==> config.mk <==
export PLATFORM = sky130hd
export DESIGN_NAME = sensor_sample_scheduler
export DESIGN_NICKNAME = d
export VERILOG_FILES = /design/src/rtl/sensor_pkg.sv /design/src/rtl/period_timer.sv /design/src/rtl/sensor_sample_scheduler.sv
export SDC_FILE = /design/constraint.sdc
export NUM_CORES = 1
export LEC_CHECK = 0
export CORE_MARGIN = 4
export CORE_UTILIZATION = 35
export CTS_BUF_LIST = sky130_fd_sc_hd__clkbuf_8
export CTS_CLUSTER_DIAMETER = 120
export DETAILED_ROUTE_END_ITERATION = 10
export DONT_BUFFER_PORTS = 1
export SLEW_MARGIN = 20
export SYNTH_ARGS = -nofsm -noshare
export SYNTH_HDL_FRONTEND = slang
export SYNTH_HIERARCHICAL = 1
export SYNTH_SLANG_ARGS = --single-unit
==> constraint.sdc <==
create_clock -name i_clk -period 4.1 [get_ports i_clk]
set_clock_uncertainty 0.1 [all_clocks]
set_input_delay 0.82 -clock i_clk [delete_from_list [all_inputs] [get_ports i_clk]]
set_output_delay 0.82 -clock i_clk [all_outputs]
set_load 0.1 [all_outputs]
==> src/rtl/sensor_pkg.sv <==
// Shared types and constants for the sensor sample scheduler.
//   state_e       : scheduler FSM states
//   PktLen/IdxW   : packet length and byte-index width
//   Status*       : status byte values carried in packet byte 3
//   pkt_checksum  : 8-bit wrapping sum of hum, temp and status
package sensor_pkg;

  typedef enum logic [2:0] {
    StIdle     = 3'd0,
    StTrigger  = 3'd1,
    StWaitData = 3'd2,
    StSend     = 3'd3,
    StGap      = 3'd4
  } state_e;

  localparam int unsigned PktLen = 5;
  localparam int unsigned IdxW   = $clog2(PktLen);

  localparam logic [7:0] StatusOk      = 8'h00;
  localparam logic [7:0] StatusErr     = 8'h01;
  localparam logic [7:0] StatusTimeout = 8'h02;

  function automatic logic [7:0] pkt_checksum(input logic [7:0] hum,
                                              input logic [7:0] temp,
                                              input logic [7:0] status);
    return hum + temp + status;
  endfunction

endpackage

==> src/rtl/period_timer.sv <==
// Free-running cycle counter with synchronous restart and hold.
//   i_clk, i_rst : clock, asynchronous active-high reset
//   i_run        : count enable; the counter holds its value while low
//   i_restart    : force the count back to 0 (wins over i_run)
//   o_expire     : high during the cycle the count sits at Limit-1 while running
module period_timer #(
  parameter int unsigned Limit = 2
) (
  input  logic i_clk,
  input  logic i_rst,
  input  logic i_run,
  input  logic i_restart,
  output logic o_expire
);

  localparam int unsigned CntW = (Limit > 1) ? $clog2(Limit) : 1;
  localparam logic [CntW-1:0] LastVal = CntW'(Limit - 1);

  logic [CntW-1:0] r_count;
  logic            w_at_last;

  assign w_at_last = (r_count == LastVal);
  // Independent of i_restart so the expiry can feed the restart decision without a loop.
  assign o_expire  = i_run & w_at_last;

  always_ff @(posedge i_clk or posedge i_rst) begin
    if (i_rst) begin
      r_count <= '0;
    end else if (i_restart) begin
      r_count <= '0;
    end else if (i_run) begin
      r_count <= w_at_last ? '0 : r_count + 1'b1;
    end
  end

endmodule

==> src/rtl/sensor_sample_scheduler.sv <==
// Sequences DHT11 reads and frames each result as a 5-byte UART packet:
//   [SYNC_BYTE, hum, temp, status, chk]
// Ports:
//   i_clk, i_rst        : clock, asynchronous active-high reset
//   i_enable            : periodic sampling enable
//   i_force_sample      : one-cycle request for an immediate read
//   o_dht_start         : one-cycle start pulse to the reader
//   i_dht_valid/error   : reader result pulses; i_dht_hum/temp valid with i_dht_valid
//   o_uart_data/valid   : byte offered to the UART, i_uart_busy back-pressure
//   o_temp_latched      : last good temperature
//   o_sample_count      : packets completed (wrapping)
//   o_err_count         : errors plus timeouts (saturating)
//   o_busy              : scheduler not idle
module sensor_sample_scheduler
  import sensor_pkg::*;
#(
  parameter int unsigned CLK_HZ           = 12_000_000,
  parameter int unsigned SAMPLE_PERIOD_MS = 2000,
  parameter int unsigned TIMEOUT_MS       = 50,
  parameter logic [7:0]  SYNC_BYTE        = 8'hAA
) (
  input  logic        i_clk,
  input  logic        i_rst,
  input  logic        i_enable,
  input  logic        i_force_sample,
  output logic        o_dht_start,
  input  logic        i_dht_valid,
  input  logic        i_dht_error,
  input  logic [7:0]  i_dht_hum,
  input  logic [7:0]  i_dht_temp,
  output logic [7:0]  o_uart_data,
  output logic        o_uart_valid,
  input  logic        i_uart_busy,
  output logic [7:0]  o_temp_latched,
  output logic [15:0] o_sample_count,
  output logic [7:0]  o_err_count,
  output logic        o_busy
);

  // 64-bit intermediate: period_ms * clk_hz overflows 32 bits at real clock rates.
  localparam int unsigned PeriodCycles =
    32'((64'(SAMPLE_PERIOD_MS) * 64'(CLK_HZ)) / 64'd1000);
  localparam int unsigned TimeoutCycles =
    32'((64'(TIMEOUT_MS) * 64'(CLK_HZ)) / 64'd1000);
  localparam logic [IdxW-1:0] LastIdx = IdxW'(PktLen - 1);

  state_e          r_state, w_state_next;
  logic            r_pending;
  logic [IdxW-1:0] r_idx;
  logic            r_gap;
  logic [7:0]      r_hum, r_temp, r_status;
  logic [7:0]      r_temp_latched, r_err_count;
  logic [15:0]     r_sample_count;

  logic       w_period_exp, w_timeout, w_go, w_last_byte, w_gap_done;
  logic [7:0] w_chk, w_pkt_byte;

  assign w_go = (r_state == StIdle) &
                (i_force_sample | (i_enable & (w_period_exp | r_pending)));
  assign w_last_byte = (r_idx == LastIdx);
  assign w_gap_done  = (r_state == StGap) & r_gap;
  assign w_chk       = pkt_checksum(r_hum, r_temp, r_status);

  // Sample period: held at 0 while disabled, restarted as the FSM heads into TRIGGER
  // so the count reads 0 on the dht_start cycle.
  period_timer #(
    .Limit(PeriodCycles)
  ) u_period (
    .i_clk    (i_clk),
    .i_rst    (i_rst),
    .i_run    (i_enable),
    .i_restart(w_go | ~i_enable),
    .o_expire (w_period_exp)
  );

  period_timer #(
    .Limit(TimeoutCycles)
  ) u_timeout (
    .i_clk    (i_clk),
    .i_rst    (i_rst),
    .i_run    (r_state == StWaitData),
    .i_restart(r_state != StWaitData),
    .o_expire (w_timeout)
  );

  always_ff @(posedge i_clk or posedge i_rst) begin
    if (i_rst) begin
      r_state <= StIdle;
    end else begin
      r_state <= w_state_next;
    end
  end

  always_comb begin
    w_state_next = r_state;
    unique case (r_state)
      StIdle:     if (w_go) w_state_next = StTrigger;
      StTrigger:  w_state_next = StWaitData;
      StWaitData: if (i_dht_valid | i_dht_error | w_timeout) w_state_next = StSend;
      StSend:     if (!i_uart_busy) w_state_next = StGap;
      StGap:      if (r_gap) w_state_next = w_last_byte ? StIdle : StSend;
      default:    w_state_next = StIdle;
    endcase
  end

  always_comb begin
    o_dht_start  = 1'b0;
    o_uart_valid = 1'b0;
    o_uart_data  = '0;
    unique case (r_state)
      StTrigger: o_dht_start = 1'b1;
      StSend: begin
        o_uart_valid = 1'b1;
        o_uart_data  = w_pkt_byte;
      end
      default: ;
    endcase
  end

  always_comb begin
    w_pkt_byte = w_chk;
    case (r_idx)
      IdxW'(0): w_pkt_byte = SYNC_BYTE;
      IdxW'(1): w_pkt_byte = r_hum;
      IdxW'(2): w_pkt_byte = r_temp;
      IdxW'(3): w_pkt_byte = r_status;
      default:  w_pkt_byte = w_chk;
    endcase
  end

  always_ff @(posedge i_clk or posedge i_rst) begin
    if (i_rst) begin
      r_pending      <= 1'b0;
      r_idx          <= '0;
      r_gap          <= 1'b0;
      r_hum          <= '0;
      r_temp         <= '0;
      r_status       <= '0;
      r_temp_latched <= '0;
      r_err_count    <= '0;
      r_sample_count <= '0;
    end else begin
      // Single pending slot: requests while busy merge into it.
      if (w_go) begin
        r_pending <= 1'b0;
      end else if ((w_period_exp | i_force_sample) && (r_state != StIdle)) begin
        r_pending <= 1'b1;
      end

      if (r_state == StWaitData) begin
        r_idx <= '0;
        // Error beats valid when both pulse together.
        if (i_dht_error || (w_timeout && !i_dht_valid)) begin
          r_hum    <= '0;
          r_temp   <= '0;
          r_status <= i_dht_error ? StatusErr : StatusTimeout;
          if (r_err_count != 8'hFF) r_err_count <= r_err_count + 8'd1;
        end else if (i_dht_valid) begin
          r_hum          <= i_dht_hum;
          r_temp         <= i_dht_temp;
          r_status       <= StatusOk;
          r_temp_latched <= i_dht_temp;
        end
      end

      // Two-cycle gap: r_gap marks the second cycle.
      r_gap <= (r_state == StGap) & ~r_gap;

      if (w_gap_done) begin
        if (w_last_byte) begin
          r_sample_count <= r_sample_count + 16'd1;
        end else begin
          r_idx <= r_idx + 1'b1;
        end
      end
    end
  end

  assign o_temp_latched = r_temp_latched;
  assign o_sample_count = r_sample_count;
  assign o_err_count    = r_err_count;
  assign o_busy         = (r_state != StIdle);

endmodule

==> results of run 1 <==
## cells in the final DEF, fill, tap and decap left out, drive strengths merged, types with 4 or more instances in the layout
cell | synthesis | final
a22o | 11 | 11
xor2 | 17 | 17
or2 | 4 | 4
nor2b | 11 | 11
dfrtp | 103 | 103
mux2 | 10 | 10
buf | 9 | 18
o21a | 4 | 4
nand2 | 59 | 59
clkbuf | 7 | 9
nor2 | 64 | 64
a21oi | 11 | 11
a32o | 6 | 6
inv | 16 | 17
xnor2 | 38 | 38
and3 | 9 | 9
nand2b | 6 | 6
nor3 | 16 | 16
nand3 | 22 | 22
and4 | 14 | 14
o21ai | 25 | 25
ha | 20 | 20
nor4 | 8 | 8
nand4 | 20 | 20
## path summary, 6_finish.rpt
path	endpoint	slack [ps]	cells after the start
max in group asynchronous	o_err_count[3]	2840	2
setup / recovery	o_uart_data[7]	230	10
hold reg to reg	r_gap	370	1
setup reg to reg	u_period/r_count[16]	890	12
hold / removal	r_state[1]	220	1
min in group i_clk	r_gap	370	1
## cells by family after synthesis
kind of cell               after synthesis  share of synthesized area, %
AOI/OAI and AO/OA                       91                          11.8
muxes                                   13                          2.50
adders and majority gates               23                          5.44
xor gates and xnor gates                55                          8.44
and+or+nand+nor                        254                          24.1
DFF                                    103                          45.2
buffers and inverters                   32                          2.52
## metal layers
metal	share of wire, %	wire, µm	up-vias
met5	0	0	-
met3	4.6	570	13
met2	49	6190	73
li1	-	-	2078
met4	1.3	157	0
met1	45	5590	2127
## final cells by class
cell class | instances | area (µm²)
Clock inverter | 7 | 56.3
Inverter | 16 | 60.1
Sequential cell | 103 | 2580
Clock buffer | 9 | 124
Tap cell | 216 | 270
Timing Repair Buffer | 18 | 155
Fill cell | 1561 | 9700
Multi-Input combinational cell | 436 | 3000
## report_power, final
group          total [mW]  leakage, nW  switching (mW)  internal (mW)
Sequential           1.80         1.39           0.638           1.16
Combinational        1.14         1.13           0.758          0.381
Clock               0.599       0.0838           0.372          0.227
## flip-flops by register name, summed over array words and instances, names as in the netlist, 2 cells and up
| name | count |
|---|---|
| r_status | 2 |
| r_idx | 3 |
| u_timeout/r_count | 20 |
| r_temp | 8 |
| r_hum | 8 |
| r_state | 3 |
| o_sample_count | 16 |
| u_period/r_count | 25 |
| o_temp_latched | 8 |
| o_err_count | 8 |
## worst register-to-register path, cell delays in order (launching register included)
cell      delay (ps)
dfrtp_1          430
ha_1             270
and4_1           310
nand4_1          240
nor2_4           250
and2_1           190
nor3_1            60
o21ai_0          310
o2111a_1         340
nand3_1          140
nor3_1           250
xnor2_1          160
nor2_1            60
==> results.json, run 1 <==
{
  "status": "finished, final reports clean",
  "grt.met3_usage_pct": 3.16,
  "ys_ff_latch": 103,
  "antenna_found_initial": 0,
  "synthDistinctLibCells": 73,
  "dp_slack_ps": 641,
  "syn_to_final_growth_pct": 9.50,
  "clk_latency_ps": 380,
  "clock_path_buffers": 2,
  "viasPerCell": 5.33,
  "path_cells": "fa_1 > ha_1 > inv_1 > fa_1 > nor2b_1 > o31a_1 > o22ai_1 > nor2_1 > nand3b_1 > buf_4",
  "powerDensity_mw_per_mm2": 567,
  "p_leak_nw": 2.60,
  "grt_pass1_vias": 4244,
  "maxSlewHeadroom_pct": 28.7,
  "irDropWorstVdd_mv": 0.484,
  "whs_ps": 221,
  "cp_data_required_time_ps": 3180,
  "cpPeakStageDelay_ps": 550,
  "grt_setup_unrepaired": "false",
  "post_cts_buffers": 0,
  "setup_tns_ps": 0,
  "synth_edf_count": 0,
  "drive_gt1_share_pct": 12.9,
  "tritoncts": "yes",
  "coreArea_mm2": 0.0159,
  "period_share_pct": 94.3,
  "min_period_ps": 3870,
  "ctsResizeCount": 0,
  "avgSynthCellArea_um2": 9.99,
  "synthesis.nets": 617,
  "root_buffer": "clkbuf_8",
  "worst_slack_ps": 233,
  "synth_area_leaders": "dfrtp_1, xnor2_1, ha_1",
  "max_freq_ghz": 0.259,
  "yosys.area.top_type": "dfrtp_1",
  "drtIter0Drc": 208,
  "post-route-util_pct": 39.2,
  "drc": 0,
  "crit_path_end_kind": "output pin",
  "firstDrtPassIters": 4,
  "gr-usage-all-layers_pct": 14.0,
  "rows": 46,
  "start_kind": "register",
  "yosysMostFrequentCell": "dfrtp_1",
  "busiest_layer": "met2",
  "routed_wirelength_um": 12500,
  "cts.sinks": 103,
  "syn_area_mm2": 0.00571,
  "critical_path.top_delay_family": "adder cells",
  "wl_per_cell_um": 15.5,
  "grt_overflow": 0,
  "cpMaxStageDelayCell": "fa_1",
  "slew_violations": 0,
  "place_area_mm2": 0.00607,
  "diodes": 0,
  "drtAntennaViolNets": 0,
  "synth_top_cell_area_share_pct": 45.2,
  "fin_total_pwr_mw": 3.54,
  "yosys-top-cells-count": "dfrtp_1, nor2_1, nand2_1",
  "yosysWarnings": 6,
  "use_met2_pct": 23.5,
  "final_cells": 805,
  "path_class": "register to output pin",
  "crit_start": "r_hum[1]",
  "seq_area_frac_synth_pct": 45.2,
  "ys.flop_type": "dfrtp_1",
  "cts.clk_slew.worst_paths_ps": 110,
  "worst_pin_slew_ps": 1070,
  "die_area_mm2": 0.0184,
  "holdCritPathClass": "primary input to async pin",
  "syn_inst": 571,
  "crit_buf_inv": 2,
  "drv_cap": 0,
  "ios": 66,
  "final_cell_area_mm2": 0.00625,
  "cts-hold-fix-buffers": 0,
  "hold_viol": 0,
  "ctsHtreeMaxLevel": 3,
  "grt_max_degree": 38,
  "regToRegStartpoint": "u_period/r_count[0]",
  "vias": 4291,
  "tritoncts.num_buffers": 9,
  "path_common_cell": "fa_1",
  "grtUsageMet1_pct": 18.0,
  "grt_pass1_wl_um": 21000,
  "setup_viol": 0,
  "cp_max_fo": 3,
  "io_buffers": 0,
  "dieWidth_um": 136,
  "nNetsFinal": 630,
  "arrival_ps": 2950,
  "placed_cells": 789,
  "async_flop_share_pct": 100,
  "die_h_um": 136,
  "dp_hpwl_um": 9290,
  "initial_utilization_pct": 35.8,
  "gp_congestion": 0.890
}
(Power assumes the default switching activity.)
==> run 2: changes to the inputs <==
--- a/config.mk
+++ b/config.mk
@@ -11,6 +11,7 @@
 export CTS_CLUSTER_DIAMETER = 120
 export DETAILED_ROUTE_END_ITERATION = 10
 export DONT_BUFFER_PORTS = 1
+export SETUP_SLACK_MARGIN = 0.1
 export SLEW_MARGIN = 20
 export SYNTH_ARGS = -nofsm -noshare
 export SYNTH_HDL_FRONTEND = slang
==> run 2 against run 1 <==
  * Sequential share of layout area is 0.50 points lower
  * Utilization is 0.48 points higher
  * Design area is 1.2% higher
  * Highest routed layer unchanged
  * Global-route usage is 0.51 points higher
  * Worst hold slack better by 57 ps
  * Die area stayed put
  * Largest power group unchanged
  * Non-clock buffer count is 2 higher
==> results.json, run 2 (same netlist as run 1, synthesis figures left out) <==
{
  "status": "finished, final reports clean",
  "clk_latency_ps": 400,
  "setup_tns_ps": 0,
  "tritoncts": "yes",
  "initial_utilization_pct": 35.8,
  "start_kind": "register",
  "crit_buf_inv": 2,
  "dp_hpwl_um": 9410,
  "top_register": "u_period/r_count",
  "drc": 0,
  "worst_pin_slew_ps": 1050,
  "drive_gt1_share_pct": 13.4,
  "ctsHtreeMaxLevel": 3,
  "maxSlewHeadroom_pct": 29.9,
  "grt_max_degree": 43,
  "io_buffers": 0,
  "cp_data_required_time_ps": 3180,
  "nNetsFinal": 632,
  "final_common_cell": "dfrtp_1",
  "drtAntennaViolNets": 0,
  "antenna_found_initial": 0,
  "dieWidth_um": 136,
  "crit_path_end_kind": "output pin",
  "arrival_ps": 2910,
  "layout_common_cells": "dfrtp_1, nand2_1, nor2_1",
  "cpPeakStageDelay_ps": 540,
  "slew_violations": 0,
  "drv_cap": 0,
  "diodes": 0,
  "path_class": "register to output pin",
  "period_share_pct": 93.4,
  "firstDrtPassIters": 5,
  "grt_pass1_vias": 4374,
  "p_leak_nw": 2.65,
  "place_area_mm2": 0.00607,
  "final_cell_area_mm2": 0.00632,
  "hold_viol": 0,
  "setup_viol": 0,
  "rows": 46,
  "cpMaxStageDelayCell": "fa_1",
  "die_area_mm2": 0.0184,
  "routed_wirelength_um": 12900,
  "gr-usage-all-layers_pct": 14.5,
  "syn_to_final_growth_pct": 10.8,
  "vias": 4387,
  "critical_path.top_delay_family": "adder cells",
  "cp_max_fo": 3,
  "viasPerCell": 5.44,
  "grt_overflow": 0,
  "reg2reg_slack_ps": 890,
  "drtIter0Drc": 303,
  "worst_slack_ps": 271,
  "gp_congestion": 0.855,
  "coreArea_mm2": 0.0159,
  "cts.clk_slew.worst_paths_ps": 100,
  "grt_setup_unrepaired": "false",
  "cts-hold-fix-buffers": 0,
  "dp_slack_ps": 643,
  "holdCritPathClass": "primary input to async pin",
  "max_freq_ghz": 0.261,
  "tritoncts.num_buffers": 9,
  "die_h_um": 136,
  "irDropWorstVdd_mv": 0.286,
  "grt_pass1_wl_um": 21400,
  "ios": 66,
  "path_cells": "fa_1 > ha_1 > inv_1 > fa_1 > nor2b_2 > o21ai_0 > a21oi_1 > a21oi_1 > nor2_2 > buf_4",
  "cts.sinks": 103,
  "largest_reg_flops": 25,
  "min_period_ps": 3830,
  "powerDensity_mw_per_mm2": 587,
  "clock_path_buffers": 2,
  "root_buffer": "clkbuf_8",
  "wl_per_cell_um": 16.0,
  "fin_total_pwr_mw": 3.72
}
## run 2: cell count changes in the layout (fill, tap and decap cells not counted), sizes merged
| cell | previous run | this run |
|---|---|---|
| clkinv | 3 | 2 |
| inv | 17 | 18 |
| bufinv | 0 | 2 |
| buf | 18 | 20 |
| clkinvlp | 3 | 1 |
## run 2: repair_timing
item,4_1_cts,5_1_grt
hold endpoints to repair,0,0
setup buffers,0,2
endpoints found under the setup margin,0,2
gates resized for setup,0,4
## run 2: final cells by class
type | count | area [µm²]
Fill cell | 1583 | 9620
Timing Repair Buffer | 20 | 183
Multi-Input combinational cell | 436 | 3010
Inverter | 16 | 60.1
Clock inverter | 7 | 103
Tap cell | 216 | 270
Sequential cell | 103 | 2580
Clock buffer | 9 | 124
## run 2: worst paths after layout
kind,to,depth (start not counted),startpoint
setup / recovery,o_uart_data[5],10,r_hum[1]
hold / removal,u_period/r_count[2],1,i_rst
setup reg to reg,u_period/r_count[18],12,u_period/r_count[0]
hold reg to reg,r_gap,1,r_gap
max in group asynchronous,o_sample_count[0],2,i_rst
min in group i_clk,r_gap,1,r_gap
## run 2: per-stage QoR
step,util (%),std cells,hold slack (ps)
5_1_grt,39.7,807,329
4_1_cts,39.5,805,345
3_5_place_dp,38.1,789,361
2_1_floorplan,-,571,328
6_report,39.7,807,278
3_3_place_gp,38.1,789,346
## run 2: metal layers
layer	global-route usage [%]	vias up	part of all wire, %	routed length [µm]
met5	0	-	0	0
met1	18.6	2168	44	5690
met3	2.71	24	5.1	654
li1	-	2081	-	-
met2	23.4	114	48	6230
met4	7.17	0	2.3	293
## run 2: report_power, final
part	internal, mW	switching [mW]	leakage, nW	total, mW
registers	1.16	0.634	1.39	1.80
logic	0.406	0.770	1.14	1.18
clock network	0.351	0.389	0.111	0.741
total	1.92	1.79	2.65	3.72
==> run 3: changes to the inputs <==
--- a/config.mk
+++ b/config.mk
@@ -5,12 +5,16 @@
 export SDC_FILE = /design/constraint.sdc
 export NUM_CORES = 1
 export LEC_CHECK = 0
+export CELL_PAD_IN_SITES_DETAIL_PLACEMENT = 1
+export CELL_PAD_IN_SITES_GLOBAL_PLACEMENT = 2
 export CORE_MARGIN = 4
 export CORE_UTILIZATION = 35
 export CTS_BUF_LIST = sky130_fd_sc_hd__clkbuf_8
 export CTS_CLUSTER_DIAMETER = 120
 export DETAILED_ROUTE_END_ITERATION = 10
 export DONT_BUFFER_PORTS = 1
+export PLACE_DENSITY_LB_ADDON = 0.1
+export RECOVER_POWER = 25
 export SETUP_SLACK_MARGIN = 0.1
 export SLEW_MARGIN = 20
 export SYNTH_ARGS = -nofsm -noshare
==> run 3 against run 2 <==
  * Critical path depth unchanged
  * Via count increased by 1.3%
  * Clock power decreased by 13%
  * Fmax decreased by 0.54%
  * Register-to-register slack got worse by 60 ps
  * Count of clock-buffer cells in the layout increased by 1
  * Global-route usage increased by 2.1 points
  * Cell count decreased by 0.25%
  * Sequential power about the same
  * Combinational power about the same
  * Wire length increased by 15%
  * Critical endpoint is now o_uart_data[7]
  * Largest power group unchanged
  * Highest routed layer unchanged
==> results.json, run 3 (same netlist as run 1, synthesis figures left out) <==
{
  "io_buffers": 0,
  "regToRegStartpoint": "u_period/r_count[0]",
  "vias": 4445,
  "slew_violations": 0,
  "worst_slack_ps": 250,
  "nNetsFinal": 630,
  "crit_path_end_kind": "output pin",
  "cp_max_fo": 3,
  "grt_pass1_wl_um": 24300,
  "grt_max_degree": 36,
  "die_area_mm2": 0.0184,
  "comb_power_share_pct": 32.0,
  "place_area_mm2": 0.00606,
  "path_cells": "fa_1 > ha_1 > inv_1 > fa_1 > nor2b_1 > o31a_1 > o22ai_1 > nor2_1 > nand3b_1 > buf_6",
  "viasPerCell": 5.52,
  "p_leak_nw": 2.61,
  "path_common_cell": "fa_1",
  "gr-usage-all-layers_pct": 16.6,
  "syn_to_final_growth_pct": 9.74,
  "largest_reg_flops": 25,
  "dieWidth_um": 136,
  "status": "finished, final reports clean",
  "cts.clk_slew.worst_paths_ps": 100,
  "die_h_um": 136,
  "setup_tns_ps": 0,
  "firstDrtPassIters": 4,
  "dp_hpwl_um": 10900,
  "final_cell_area_mm2": 0.00626,
  "cp_data_required_time_ps": 3180,
  "crit_path_end": "o_uart_data[7]",
  "drive_gt1_share_pct": 12.6,
  "min_period_ps": 3850,
  "layout_common_cells": "dfrtp_1, nand2_1, nor2_1",
  "p_seq_share_pct": 50.2,
  "grt_setup_unrepaired": "true",
  "ctsHtreeMaxLevel": 3,
  "switching_power_mw": 1.82,
  "ios": 66,
  "grt_overflow": 0,
  "drtAntennaViolNets": 0,
  "arrival_ps": 2930,
  "setup_viol": 0,
  "diodes": 0,
  "grt_pass1_vias": 4464,
  "routed_wirelength_um": 14800,
  "final_common_cell": "dfrtp_1",
  "worst_pin_slew_ps": 1410,
  "period_share_pct": 93.9,
  "clock_path_buffers": 2,
  "initial_utilization_pct": 35.8,
  "clk_latency_ps": 390,
  "cpMaxStageDelayCell": "fa_1",
  "cpPeakStageDelay_ps": 540,
  "root_buffer": "clkbuf_8",
  "drc": 0,
  "post-route-util_pct": 39.3,
  "holdCritPathClass": "primary input to async pin",
  "top_register": "u_period/r_count",
  "gp_congestion": 0.798,
  "antenna_found_initial": 0,
  "maxSlewHeadroom_pct": 5.96,
  "internal_power_mw": 1.80,
  "tritoncts.num_buffers": 9,
  "clockPowerShare_pct": 17.8,
  "path_class": "register to output pin",
  "fin_total_pwr_mw": 3.62,
  "irDropWorstVdd_mv": 0.290,
  "rr_endpoint": "u_period/r_count[18]",
  "powerDensity_mw_per_mm2": 578,
  "rows": 46,
  "coreArea_mm2": 0.0159,
  "tritoncts": "yes",
  "hold_viol": 0,
  "worstRegToRegCells": 12,
  "cts.sinks": 103,
  "cts-hold-fix-buffers": 0,
  "fill_cells": 1848,
  "max_freq_ghz": 0.260,
  "crit_start": "r_hum[1]",
  "wl_per_cell_um": 18.3,
  "dp_slack_ps": 636,
  "start_kind": "register",
  "reg2reg_slack_ps": 830,
  "drv_cap": 0,
  "p_sw_share_pct": 50.4,
  "drtIter0Drc": 241
}
[run 3: power by group through the flow]
| stage | Clock [mW] | Combinational [mW] | Sequential, mW |
|---|---|---|---|
| floorplan | 0 | 0.923 | 1.76 |
| global placement | 0 | 1.14 | 1.83 |
| detailed placement | 0 | 1.16 | 1.84 |
| CTS | 0.666 | 1.17 | 1.82 |
| global route | 0.716 | 1.27 | 1.84 |
| finish | 0.643 | 1.16 | 1.82 |
[run 3: critical path, delay by kind of cell (launching register included)]
family | cells | cell delay [ps]
simple gates | 3 | 430
fa+ha+maj | 3 | 1100
buf+inv | 2 | 290
flops | 1 | 420
compound gates | 2 | 280
[run 3: final cells by class]
type                    count  area [µm²]  area share (%)
clock buffers              10         138            2.20
inverters                  16        60.1           0.959
clock inverters             6        52.6           0.839
flip-flops and latches    103        2580            41.2
well taps                 216         270            4.32
repair buffers             18         159            2.54
multi-input cells         436        3000            48.0
[run 3: timing repair]
action,in CTS,in global routing
endpoints found under the setup margin,0,2
setup buffers,0,0
resized for setup,0,2
[run 3: metrics by stage]
stage                     std cells  hold slack [ps]
final                           805              128
after global routing            805              120
after CTS                       804              345
after detailed placement        788              374
after global placement          788              358
after floorplan                 571              328
[run 3: how the worst min path moves through the flow]
stage,end,start,slack [ps],cells past startpoint
6_report,u_period/r_count[18],i_rst,130,1
3_5_place_dp,r_gap,r_gap,370,1
3_3_place_gp,r_gap,r_gap,360,1
5_1_grt,u_period/r_count[15],i_rst,120,1
4_1_cts,o_sample_count[4],i_rst,350,1
2_1_floorplan,r_gap,r_gap,330,1
[run 3: per-layer routing]
metal	routed length (µm)	share of wire, %	vias up	track usage [%]
met2	7050	48	60	26.3
li1	-	-	2080	-
met1	6870	47	2293	22.9
met4	206	1.4	0	5.38
met3	631	4.3	12	3.08
met5	0	0	-	0
